[config.mk]
export PLATFORM = sky130hd
export DESIGN_NAME = io_arbiter
export DESIGN_NICKNAME = d
export VERILOG_FILES = /design/src/rtl/io_pkg.sv /design/src/rtl/io_arbiter_rr_arb2.sv /design/src/rtl/io_arbiter.sv
export SDC_FILE = /design/constraint.sdc
export NUM_CORES = 1
export LEC_CHECK = 0
export CAP_MARGIN = 20
export CORE_ASPECT_RATIO = 1.1
export CORE_UTILIZATION = 43
export DETAILED_ROUTE_END_ITERATION = 10
export MAX_ROUTING_LAYER = met4
export PLACE_DENSITY = 0.86
export SLEW_MARGIN = 25
export SYNTH_ARGS = -nofsm -noshare
export SYNTH_HDL_FRONTEND = slang
export SYNTH_SLANG_ARGS = --single-unit
[constraint.sdc]
create_clock -name clk -period 3.5 [get_ports clk]
set_input_delay 0.35 -clock clk [delete_from_list [all_inputs] [get_ports clk]]
set_output_delay 0.35 -clock clk [all_outputs]
set_load 0.03 [all_outputs]
[src/rtl/io_pkg.sv]
// Shared types and constants for the I/O page arbiter.
// The state encoding is kept explicit so it stays stable in waveforms.
package io_pkg;

  typedef enum logic [1:0] {
    IDLE   = 2'd0,
    ACCESS = 2'd1,
    RESP   = 2'd2
  } state_e;

  localparam logic [23:0] IO_PAGE         = 24'hFFFFFF;
  localparam logic [31:0] GPIO_ADR        = 32'hFFFFFF00;
  localparam int          IO_WAIT_DEFAULT = 2;

  // An address is in-region when its upper 24 bits select the I/O page.
  function automatic logic in_io_page(input logic [31:0] adr, input logic [23:0] page);
    return adr[31:8] == page;
  endfunction

endpackage

[src/rtl/io_arbiter_rr_arb2.sv]
// Two-requester round-robin picker.
// When both masters request, the one that was not granted last wins.
module rr_arb2 (
  input  logic [1:0] req_i,
  input  logic       last_grant_i,
  output logic       grant_o,
  output logic       grant_valid_o
);

  assign grant_valid_o = |req_i;
  assign grant_o       = (&req_i) ? ~last_grant_i : req_i[1];

endmodule

[src/rtl/io_arbiter.sv]
// Two-master arbiter and access sequencer for the memory-mapped I/O page.
// Serialises one transaction at a time with a fixed peripheral wait count.
module io_arbiter
  import io_pkg::*;
#(
  parameter int          WIDTH       = 32,
  parameter int          WAIT_CYCLES = IO_WAIT_DEFAULT,
  parameter logic [23:0] IO_PAGE     = io_pkg::IO_PAGE
) (
  input  logic             clk,
  input  logic             rst_n,
  input  logic             m0_req,
  input  logic             m0_we,
  input  logic [WIDTH-1:0] m0_adr,
  input  logic [WIDTH-1:0] m0_wdata,
  output logic             m0_ack,
  output logic             m0_err,
  output logic [WIDTH-1:0] m0_rdata,
  input  logic             m1_req,
  input  logic             m1_we,
  input  logic [WIDTH-1:0] m1_adr,
  input  logic [WIDTH-1:0] m1_wdata,
  output logic             m1_ack,
  output logic             m1_err,
  output logic [WIDTH-1:0] m1_rdata,
  output logic [WIDTH-1:0] io_adr,
  output logic [WIDTH-1:0] io_wdata,
  output logic             io_we,
  input  logic [WIDTH-1:0] io_rdata
);

  localparam logic [3:0] CNT_LOAD = 4'(WAIT_CYCLES - 1);

  state_e           state_q, state_d;
  logic             last_grant_q, last_grant_d;
  logic             gnt_q, gnt_d;
  logic             we_q, we_d;
  logic [3:0]       cnt_q, cnt_d;
  logic [WIDTH-1:0] io_adr_q, io_adr_d;
  logic [WIDTH-1:0] io_wdata_q, io_wdata_d;
  logic [WIDTH-1:0] m0_rdata_q, m0_rdata_d;
  logic [WIDTH-1:0] m1_rdata_q, m1_rdata_d;
  logic             m0_err_q, m0_err_d;
  logic             m1_err_q, m1_err_d;

  logic             pick;
  logic             pick_valid;
  logic [WIDTH-1:0] sel_adr;
  logic [WIDTH-1:0] sel_wdata;
  logic             sel_we;
  logic [WIDTH-1:0] resp_rdata;

  rr_arb2 u_arb (
    .req_i        ({m1_req, m0_req}),
    .last_grant_i (last_grant_q),
    .grant_o      (pick),
    .grant_valid_o(pick_valid)
  );

  assign sel_adr    = pick ? m1_adr   : m0_adr;
  assign sel_wdata  = pick ? m1_wdata : m0_wdata;
  assign sel_we     = pick ? m1_we    : m0_we;
  assign resp_rdata = we_q ? '0 : io_rdata;

  always_ff @(posedge clk or negedge rst_n) begin
    if (!rst_n) begin
      state_q      <= IDLE;
      last_grant_q <= 1'b1;
      gnt_q        <= 1'b0;
      we_q         <= 1'b0;
      cnt_q        <= '0;
      io_adr_q     <= '0;
      io_wdata_q   <= '0;
      m0_rdata_q   <= '0;
      m1_rdata_q   <= '0;
      m0_err_q     <= 1'b0;
      m1_err_q     <= 1'b0;
    end else begin
      state_q      <= state_d;
      last_grant_q <= last_grant_d;
      gnt_q        <= gnt_d;
      we_q         <= we_d;
      cnt_q        <= cnt_d;
      io_adr_q     <= io_adr_d;
      io_wdata_q   <= io_wdata_d;
      m0_rdata_q   <= m0_rdata_d;
      m1_rdata_q   <= m1_rdata_d;
      m0_err_q     <= m0_err_d;
      m1_err_q     <= m1_err_d;
    end
  end

  // Response registers are loaded on entry to RESP so they are valid with ack
  // and then hold until the next ack to the same master.
  always_comb begin
    state_d      = state_q;
    last_grant_d = last_grant_q;
    gnt_d        = gnt_q;
    we_d         = we_q;
    cnt_d        = cnt_q;
    io_adr_d     = io_adr_q;
    io_wdata_d   = io_wdata_q;
    m0_rdata_d   = m0_rdata_q;
    m1_rdata_d   = m1_rdata_q;
    m0_err_d     = m0_err_q;
    m1_err_d     = m1_err_q;

    case (state_q)
      IDLE: begin
        if (pick_valid) begin
          gnt_d        = pick;
          last_grant_d = pick;
          we_d         = sel_we;
          if (in_io_page(32'(sel_adr), IO_PAGE)) begin
            state_d    = ACCESS;
            cnt_d      = CNT_LOAD;
            io_adr_d   = sel_adr;
            io_wdata_d = sel_wdata;
          end else begin
            state_d = RESP;
            if (pick) begin
              m1_err_d   = 1'b1;
              m1_rdata_d = '0;
            end else begin
              m0_err_d   = 1'b1;
              m0_rdata_d = '0;
            end
          end
        end
      end

      ACCESS: begin
        if (cnt_q == 4'd0) begin
          state_d = RESP;
          if (gnt_q) begin
            m1_err_d   = 1'b0;
            m1_rdata_d = resp_rdata;
          end else begin
            m0_err_d   = 1'b0;
            m0_rdata_d = resp_rdata;
          end
        end else begin
          cnt_d = cnt_q - 4'd1;
        end
      end

      RESP:    state_d = IDLE;
      default: state_d = IDLE;
    endcase
  end

  assign m0_ack   = (state_q == RESP) && !gnt_q;
  assign m1_ack   = (state_q == RESP) &&  gnt_q;
  assign m0_err   = m0_err_q;
  assign m1_err   = m1_err_q;
  assign m0_rdata = m0_rdata_q;
  assign m1_rdata = m1_rdata_q;
  assign io_adr   = io_adr_q;
  assign io_wdata = io_wdata_q;
  // The strobe is decoded from state so an asynchronous reset removes it at once.
  assign io_we    = (state_q == ACCESS) && we_q && (cnt_q == CNT_LOAD);

endmodule

### After elaboration in Yosys (flattened, before gate mapping)

Cells that the tools add are included.

* input bits: 166
* logic and storage cells: 79
* bits in registers: 139
* output and inout port bits: 133

* bitwise operators: 1
* eq/ne operators: 13
* reduce and logical (&&, ||, !) cells: 16
* add/subtract/negate cells: 1
* muxes and demuxes: 37

Operators with widths (count)
* $mux 32: 13
* $pmux 32 s2: 2
* $eq 24x24->1 const B: 1
* $ne 2x2->1 const B: 9
* $mux 1: 12
* $mux 4: 3
* $reduce_and 6->1: 2
* $pmux 4 s2: 1
* $mux 2: 3
* $reduce_and 2->1: 3
* $eq 4x1->1 const B: 1
* $logic_and 1x1->1: 4
* $logic_not 4->1: 1
* $pmux 1 s2: 2
* $pmux 2 s2: 1
* $reduce_and 4->1: 1
* $sub 4x1->4 const B: 1
* $reduce_and 3->1: 1
* $eq 2x1->1 const B: 1
* $eq 2x2->1 const B: 1
* $logic_not 2->1: 1
* $reduce_bool 2->1: 1
* $reduce_or 2->1: 1
* $logic_not 1->1: 1
* $not 1->1: 1

### Depth between registers and ports, before layout

Gate-level depths: netlist of the first run.

* depth after elaboration: 7
* gate-level depth with buffers: 8

### Modules after synthesis

Synthesis of the first run repeated with hierarchy kept, for this count alone.

* cell total of the unflattened synthesis: 591
* area total of the unflattened synthesis: 6635.1 um^2

Modules (own cells, without submodules)
* io_arbiter: area each 6621.4 um^2, cells an instance 589, seq. area each 3479.6 um^2, times used 1
* rr_arb2: area each 13.8 um^2, cells an instance 2, seq. area each 0.0 um^2, times used 1

### Worst setup path after synthesis of the first run

Ideal clock, no wire load.

* kind: reg-to-reg
* start: register last_grant_q
* end: register m0_rdata_q[0] (netlist: m0_rdata[0])
* arrival time: 1.992 ns
* cell stages (with the launch flop): 8
* clock period less this slack: 2.113 ns
* path slack: 1.387 ns
* path buffers: 2
* path through: dfstp_2 > a21boi_1 > buf_2 > or3b_1 > a221oi_4 > o21ai_2 > buf_2 > a32o_1

* longest elaborated chain between the ends: 6

Ends and longest elaborated chain
* start, declared: RTL line io_arbiter.sv:35 `logic last_grant_q, last_grant_d;`
* start signal, assigned: RTL line io_arbiter.sv:80 `last_grant_q <= last_grant_d;`
* $not 1->1 (*): RTL line io_arbiter_rr_arb2.sv:11 `assign grant_o = (&req_i) ? ~last_grant_i : req_i[1];`
* $mux 1 (*): RTL line io_arbiter_rr_arb2.sv:11
* $mux 32: RTL line io_arbiter.sv:60 `assign sel_adr = pick ? m1_adr : m0_adr;`
* $eq 24x24->1: RTL line io_pkg.sv:17 `return adr[31:8] == page;`
* $ne 2x2->1 (no source line)
* $reduce_and 6->1 (no source line) (*)
* end signal, assigned: RTL line io_arbiter.sv:86 `m0_rdata_q <= m0_rdata_d;`
* end, declared: RTL line io_arbiter.sv:41 `logic [WIDTH-1:0] m0_rdata_q, m0_rdata_d;`

Every way passes the cells marked *; elsewhere a longest branch is shown, timed or not.
A chain may end at the register's enable or synchronous reset.

### Worst setup path in the final report of the first run

* start: register state_q[0]
* end: output port io_we

* longest elaborated chain between the ends: 3

Ends and longest elaborated chain
* start, declared: RTL line io_arbiter.sv:34 `state_e state_q, state_d;`
* start signal, assigned: RTL line io_arbiter.sv:79 `state_q <= state_d;`
* $eq 2x1->1: RTL line io_arbiter.sv:161 `assign io_we = (state_q == ACCESS) && we_q && (cnt_q == CNT_LOAD);`
* $logic_and 1x1->1 (2 in series): RTL line io_arbiter.sv:161
* end, declared: RTL line io_arbiter.sv:28 `output logic io_we,`

Every way passes these cells.

==> impl_metrics.py, run 1 <==
metrics = {
    "outcome": {
        "status": "finished clean",
    },
    "setup_path": {
        "r2r-end": "m0_err",
        "required_ns": 3.15,
        "max_stage_delay_ns": 0.78,
        "cp.depth": 3,
        "cp-start-kind": "register",
        "endpoint": "io_we",
        "crit_type": "reg -> out",
        "cp_top_family": "flip-flops",
        "timing.critical_path.buf_inv": 1,
        "r2r_cells": 5,
        "cp.arrival_ns": 2.33,
        "cp_slowest_cell": "dfrtp_1",
        "r2r_slack_ns": 1.27,
        "crit_start": "state_q[0]",
        "setup.worst_path.end_class": "output pin",
        "cp_cell_sequence": "nand2b_1 > nor2_1 > clkdlybuf4s50_1",
        "worstReg2RegStart": "state_q[0]",
        "worstPathMaxFanout": 18,
    },
    "place": {
        "port_buffers": 298,
        "routabilityCongestion": 0.878,
        "hpwl_mm": 12.1,
        "dp.cells": 895,
    },
    "global_routing": {
        "grt_overflow_total": 0,
        "use_met1_pct": 30.0,
        "grtUsageTotal_pct": 25.5,
        "grtUsageMet3_pct": 6.62,
        "antenna_found_initial": 0,
        "use_met2_pct": 42.7,
        "grt_start_max_net_pins": 75,
        "gr-max-usage-layer": "met2",
        "grt_pass1_vias": 5172,
        "grt_pass1_wl_mm": 26.5,
    },
    "finish": {
        "areaGrowthSynthToFinish_pct": 64.8,
        "fillers": 893,
        "nets": 923,
        "n_antenna_cell": 0,
        "drive_gt1_share_pct": 6.91,
        "final_core_util_pct": 72.3,
        "instances_no_fill": 928,
    },
    "route": {
        "drc": 0,
        "detail-route-antenna-nets": 0,
        "routed_via_density": 5.62,
        "dr.pass1.iters": 5,
        "wl_mm": 17.1,
        "drt_iter0_drc": 445,
        "wl_per_cell_microns": 18.5,
        "vias": 5218,
    },
    "yosys": {
        "async_reset_ff_share_pct": 100,
        "synthTopCellsByCount": "138 x dfrtp_1, 74 x o21ai_0, 64 x a32o_1, 42 x mux2i_1, 28 x clkbuf_1",
        "synth_edf_count": 0,
        "muxShareOfSynthArea_pct": 7.29,
        "synth_compound_area_share_pct": 21.4,
        "syn_nets": 638,
        "synth_area_leaders": "dfrtp_1 60%, a32o_1 11%, mux2i_1 7.3%",
        "syn_avg_cell_area_sq_um": 12.3,
        "ys_ff_latch": 139,
        "synthCells": 469,
        "yosys.area.top_type_share_pct": 59.9,
        "synth_adder_area_share_pct": 0.651,
        "synth_flop_cell": "dfrtp_1",
        "synth_top_family_by_area": "compound AO/OA/AOI/OAI gates",
        "synth_cell_types": 36,
        "synth_area_sq_um": 5770,
        "yosysTopAreaCell": "dfrtp_1",
        "seq_area_frac_synth_pct": 60.3,
        "yosysMostFrequentCell": "dfrtp_1",
        "ys_warn_count": 0,
        "synthSimpleGateAreaFrac_pct": 7.24,
        "synth-xor-area-share_pct": 0,
    },
    "cts": {
        "clk_pin_slew_ns": 0.06,
        "clkLatencyLatePin_ns": 0.42,
        "cts_tree": "done",
        "cts_buffer_depth": 2,
        "numCtsBuffers": 17,
        "cts_root_buf": "clkbuf_16",
        "postCtsSetupBuffers": 0,
        "clock-sinks": 139,
        "cts_max_level": 4,
    },
    "timing": {
        "fin_worst_skew_ns": 0.0162,
        "achievable-frequency_ghz": 0.373,
        "period_share_pct": 76.7,
        "rsz0062_at_grt": "false",
        "hold_viol": 0,
        "timing.final.max_slew_violations": 0,
        "tns_ns": 0,
        "worstMarginPinSlew_ns": 0.705,
        "setup_viol": 0,
        "relSlewSlack_pct": 53.0,
        "finalCriticalPeriod_ns": 2.68,
    },
    "floorplan": {
        "io-pin-count": 299,
        "die_h_microns": 123,
        "core_area_sq_um": 13200,
        "initial_utilization_pct": 43.8,
        "die_x_microns": 112,
        "rows": 44,
        "dieArea_sq_um": 13900,
    },
    "power_and_ir_drop": {
        "power.density_nw_per_um2": 679,
        "cellLeakagePower_nw": 4.07,
        "power_frac_clock_pct": 27.4,
        "power_frac_seq_pct": 33.8,
        "p_int_mw": 4.01,
        "switchingPower_mw": 2.45,
        "total_power_mw": 6.46,
        "pwr-share-comb_pct": 38.8,
        "peakVddDrop_mv": 0.346,
        "switching_share_pct": 37.9,
    },
    "min_path": {
        "hp-class": "reg -> reg",
    },
    "run": {
        "drv_cap": 0,
    },
}
## power groups by stage
stage	logic, mW	registers [mW]	clock network [mW]
2_1_floorplan	0.933	2.66	0
3_3_place_gp	2.43	2.18	0
3_5_place_dp	2.50	2.21	0
4_1_cts	2.51	2.18	1.79
5_1_grt	2.65	2.22	1.88
6_report	2.51	2.18	1.77
## state kept, by name (all words and copies together) (netlist names)
name,count
last_grant_q,1
io_wdata,32
m1_err,1
m1_rdata,32
m0_err,1
io_adr,32
cnt_q,4
gnt_q,1
state_q,2
m0_rdata,32
we_q,1
## placed cells by master (no fill, tap or decap), drive strengths merged, types with 4 or more instances in the layout
cell | Yosys | final
clkdlybuf4s50 | 0 | 297
a21oi | 9 | 9
nand4 | 12 | 12
nor3 | 6 | 6
dfrtp | 138 | 138
mux2i | 42 | 42
nand2b | 26 | 26
nand3 | 5 | 5
clkbuf | 28 | 18
buf | 14 | 10
nor2 | 9 | 9
a32o | 64 | 64
clkinvlp | 0 | 4
o21ai | 84 | 84
inv | 2 | 9
## final cells by class
type	count	area, sq um	share of cell area [%]
Clock buffer	18	439	4.62
Clock inverter	14	151	1.59
Inverter	2	7.51	0.0789
Multi-Input combinational cell	286	2160	22.7
Sequential cell	139	3480	36.6
Tap cell	161	201	2.12
Timing Repair Buffer	308	3070	32.3
## cells by family after synthesis
kind of cell / after synthesis
muxes: 42
DFF: 139
adders and majority gates: 3
buffers and inverters: 44
AOI/OAI and AO/OA: 169
and+or+nand+nor: 72
## per-stage QoR
stage / hold slack [ns] / cell area, sq um / worst slack [ns]
6_report: 0.465 / 9510 / 0.817
5_1_grt: 0.479 / 9510 / 0.689
4_1_cts: 0.471 / 9510 / 0.790
3_5_place_dp: 0.387 / 8910 / 0.717
3_3_place_gp: 0.376 / 8910 / 0.814
2_1_floorplan: 0.0544 / 5770 / 1.39
## worst register-to-register path: stages, from the launching register on
cell and delay [ns]:
dfrtp_1 0.63, or3b_1 0.54, a221oi_4 0.30, buf_4 0.40, nor2_1 0.08, a211oi_1 0.20
## metal layers
layer	routed length [microns]	share of wire, %
met1	7000	41
met2	8580	50
met3	1240	7.2
met5	0	0
met4	322	1.9
## how the worst min path moves through the flow
stage | from | to | slack [ns] | depth (start not counted)
after floorplan | rst_n | cnt_q[0] | 0.05 | 0
final | io_adr[26] | io_adr[26] | 0.46 | 1
after CTS | io_adr[14] | io_adr[14] | 0.47 | 1
after global routing | io_adr[26] | io_adr[26] | 0.48 | 1
after detailed placement | rst_n | m0_rdata[7] | 0.39 | 1
after global placement | rst_n | m0_rdata[10] | 0.38 | 1
## what timing repair did
action	in CTS	in global routing
hold buffers	1	0
hold endpoints to repair	64	0
resized for setup	0	0
No activity file was read; power rests on OpenSTA's default activity.
==> run 2, diff against run 1 <==
--- a/config.mk
+++ b/config.mk
@@ -7,10 +7,10 @@
 export LEC_CHECK = 0
 export CAP_MARGIN = 20
 export CORE_ASPECT_RATIO = 1.1
-export CORE_UTILIZATION = 43
+export CORE_UTILIZATION = 40
 export DETAILED_ROUTE_END_ITERATION = 10
 export MAX_ROUTING_LAYER = met4
-export PLACE_DENSITY = 0.86
+export PLACE_DENSITY = 0.81
 export SLEW_MARGIN = 25
 export SYNTH_ARGS = -nofsm -noshare
 export SYNTH_HDL_FRONTEND = slang
==> constraint.sdc (replaced) <==
create_clock -name clk -period 2.5 [get_ports clk]
set_input_delay 0.25 -clock clk [delete_from_list [all_inputs] [get_ports clk]]
set_output_delay 0.25 -clock clk [all_outputs]
set_load 0.03 [all_outputs]
==> run 2 against run 1 <==
Compared with the run above: combinational power rose by 47%; count of clock-buffer cells in the layout rose by 2; non-clock buffer count rose by 9; sequential power rose by 38%; highest routed layer unchanged; global-route usage fell by 0.59 points; clock power rose by 41%; largest power group unchanged; sequential share of layout area fell by 0.58 points.
==> impl_metrics.py, run 2 (same netlist as run 1, synthesis figures left out) <==
metrics = {
    "place": {
        "routabilityCongestion": 0.804,
        "preCtsSetupSlack_ns": -0.0146,
        "port_buffers": 298,
        "hpwl_mm": 12.7,
    },
    "setup_path": {
        "endpoint": "io_we",
        "cp.arrival_ns": 2.10,
        "setup.worst_path.end_class": "output pin",
        "worstReg2RegStart": "last_grant_q",
        "r2r-end": "io_adr[2]",
        "crit_type": "reg -> out",
        "crit_start": "state_q[1]",
        "required_ns": 2.25,
        "cp-start-kind": "register",
        "worstPathMaxFanout": 11,
        "r2r_slack_ns": 0.42,
        "r2r_cells": 6,
    },
    "global_routing": {
        "grt_pass1_wl_mm": 27.5,
        "grt_overflow_total": 0,
        "grtUsageTotal_pct": 24.9,
        "antenna_found_initial": 0,
        "grt_pass1_vias": 5517,
        "grt_start_max_net_pins": 83,
    },
    "min_path": {
        "hp-class": "in -> async",
    },
    "timing": {
        "finalCriticalPeriod_ns": 2.35,
        "rsz0062_at_grt": "false",
        "achievable-frequency_ghz": 0.425,
        "fin_ws_ns": 0.150,
        "tns_ns": 0,
        "setup_viol": 0,
        "relSlewSlack_pct": 56.5,
        "period_share_pct": 94.0,
        "worstMarginPinSlew_ns": 0.648,
        "hold_viol": 0,
        "fin_worst_skew_ns": 0.00799,
        "timing.final.max_slew_violations": 0,
    },
    "cts": {
        "clk_pin_slew_ns": 0.06,
        "postCtsSetupBuffers": 0,
        "numCtsBuffers": 17,
        "cts_root_buf": "clkbuf_16",
        "cts_buffer_depth": 2,
        "cts_max_level": 4,
        "clock-sinks": 139,
        "cts_tree": "done",
        "clkLatencyLatePin_ns": 0.41,
    },
    "route": {
        "wl_mm": 17.6,
        "wl_per_cell_microns": 18.3,
        "vias": 5260,
        "detail-route-antenna-nets": 0,
        "routed_via_density": 5.46,
        "dr.pass1.iters": 4,
        "drt_iter0_drc": 470,
        "drc": 0,
    },
    "power_and_ir_drop": {
        "switchingPower_mw": 3.37,
        "switching_share_pct": 36.7,
        "power_frac_clock_pct": 27.2,
        "cellLeakagePower_nw": 4.14,
        "power_frac_seq_pct": 32.7,
        "power.density_nw_per_um2": 951,
        "peakVddDrop_mv": 0.540,
        "pwr-share-comb_pct": 40.2,
        "p_int_mw": 5.82,
    },
    "outcome": {
        "status": "finished clean",
    },
    "finish": {
        "n_antenna_cell": 0,
        "nets": 932,
        "areaGrowthSynthToFinish_pct": 67.5,
        "drive_gt1_share_pct": 7.86,
        "layout_commonest_cell": "clkdlybuf4s50_1",
        "layout_common_cells": "297 x clkdlybuf4s50_1, 138 x dfrtp_1, 74 x o21ai_0",
        "fillers": 1037,
    },
    "floorplan": {
        "dieArea_sq_um": 14900,
        "initial_utilization_pct": 41.3,
        "die_h_microns": 128,
        "rows": 45,
        "core_area_sq_um": 14000,
        "io-pin-count": 299,
        "die_x_microns": 117,
    },
    "run": {
        "drv_cap": 0,
    },
}
## run 2: cell count changes in the layout (fill, tap and decap cells not counted), sizes merged
cell	previous run	this run
buf	10	19
clkbuf	18	20
inv	9	5
bufinv	1	2
clkinv	2	6
clkinvlp	4	1
## run 2: routing by layer
metal	global-route usage, %	part of all wire (%)
met2	41.8	51
met5	-	0
met4	9.73	2.3
met1	27.2	38
met3	8.18	9.4
## run 2: area by class of cell
cell class	instances	area (sq um)	share of cell area (%)
sequential	139	3480	36.0
tap	188	235	2.43
timing repair buffer	317	3190	33.0
multi-input combinational	286	2150	22.3
clock buffer	20	457	4.73
inverter	2	7.51	0.0777
clock inverter	12	139	1.44
## run 2: critical path: stages, from the launching register on
cell             delay, ns
dfrtp_1               0.36
buf_4                 0.18
nand2b_1              0.22
nor2_1                0.20
clkdlybuf4s50_1       0.73
## run 2: power by group through the flow
stage                     Combinational (mW)  Clock [mW]  Sequential (mW)
after CTS                               3.71        2.55             3.01
after global routing                    3.93        2.63             3.05
after floorplan                         1.31           0             3.73
final                                   3.69        2.50             3.00
after detailed placement                3.69           0             3.04
after global placement                  3.62           0             3.01
## run 2: how the worst min path moves through the flow
stage,from,endpoint,slack [ns]
3_3_place_gp,rst_n,m1_rdata[6],0.12
6_report,rst_n,m1_rdata[31],0.27
2_1_floorplan,rst_n,cnt_q[0],-0.05
3_5_place_dp,rst_n,m1_rdata[31],0.13
5_1_grt,rst_n,m1_rdata[31],0.28
4_1_cts,rst_n,m1_rdata[31],0.28
## run 2: timing repair
item	4_1_cts	5_1_grt
resized for setup	0	0
hold endpoints to repair	23	0
hold buffers	1	0
## run 2: per-stage QoR
stage	instances	power, mW	utilization, %	instance area [sq um]	hold slack (ns)
CTS	964	9.26	69.2	9660	0.279
detailed placement	931	6.73	64.9	9060	0.126
global placement	931	6.63	64.9	9060	0.125
finish	964	9.19	69.2	9660	0.267
global route	964	9.61	69.2	9660	0.284
floorplan	469	5.04	-	5770	-0.0456
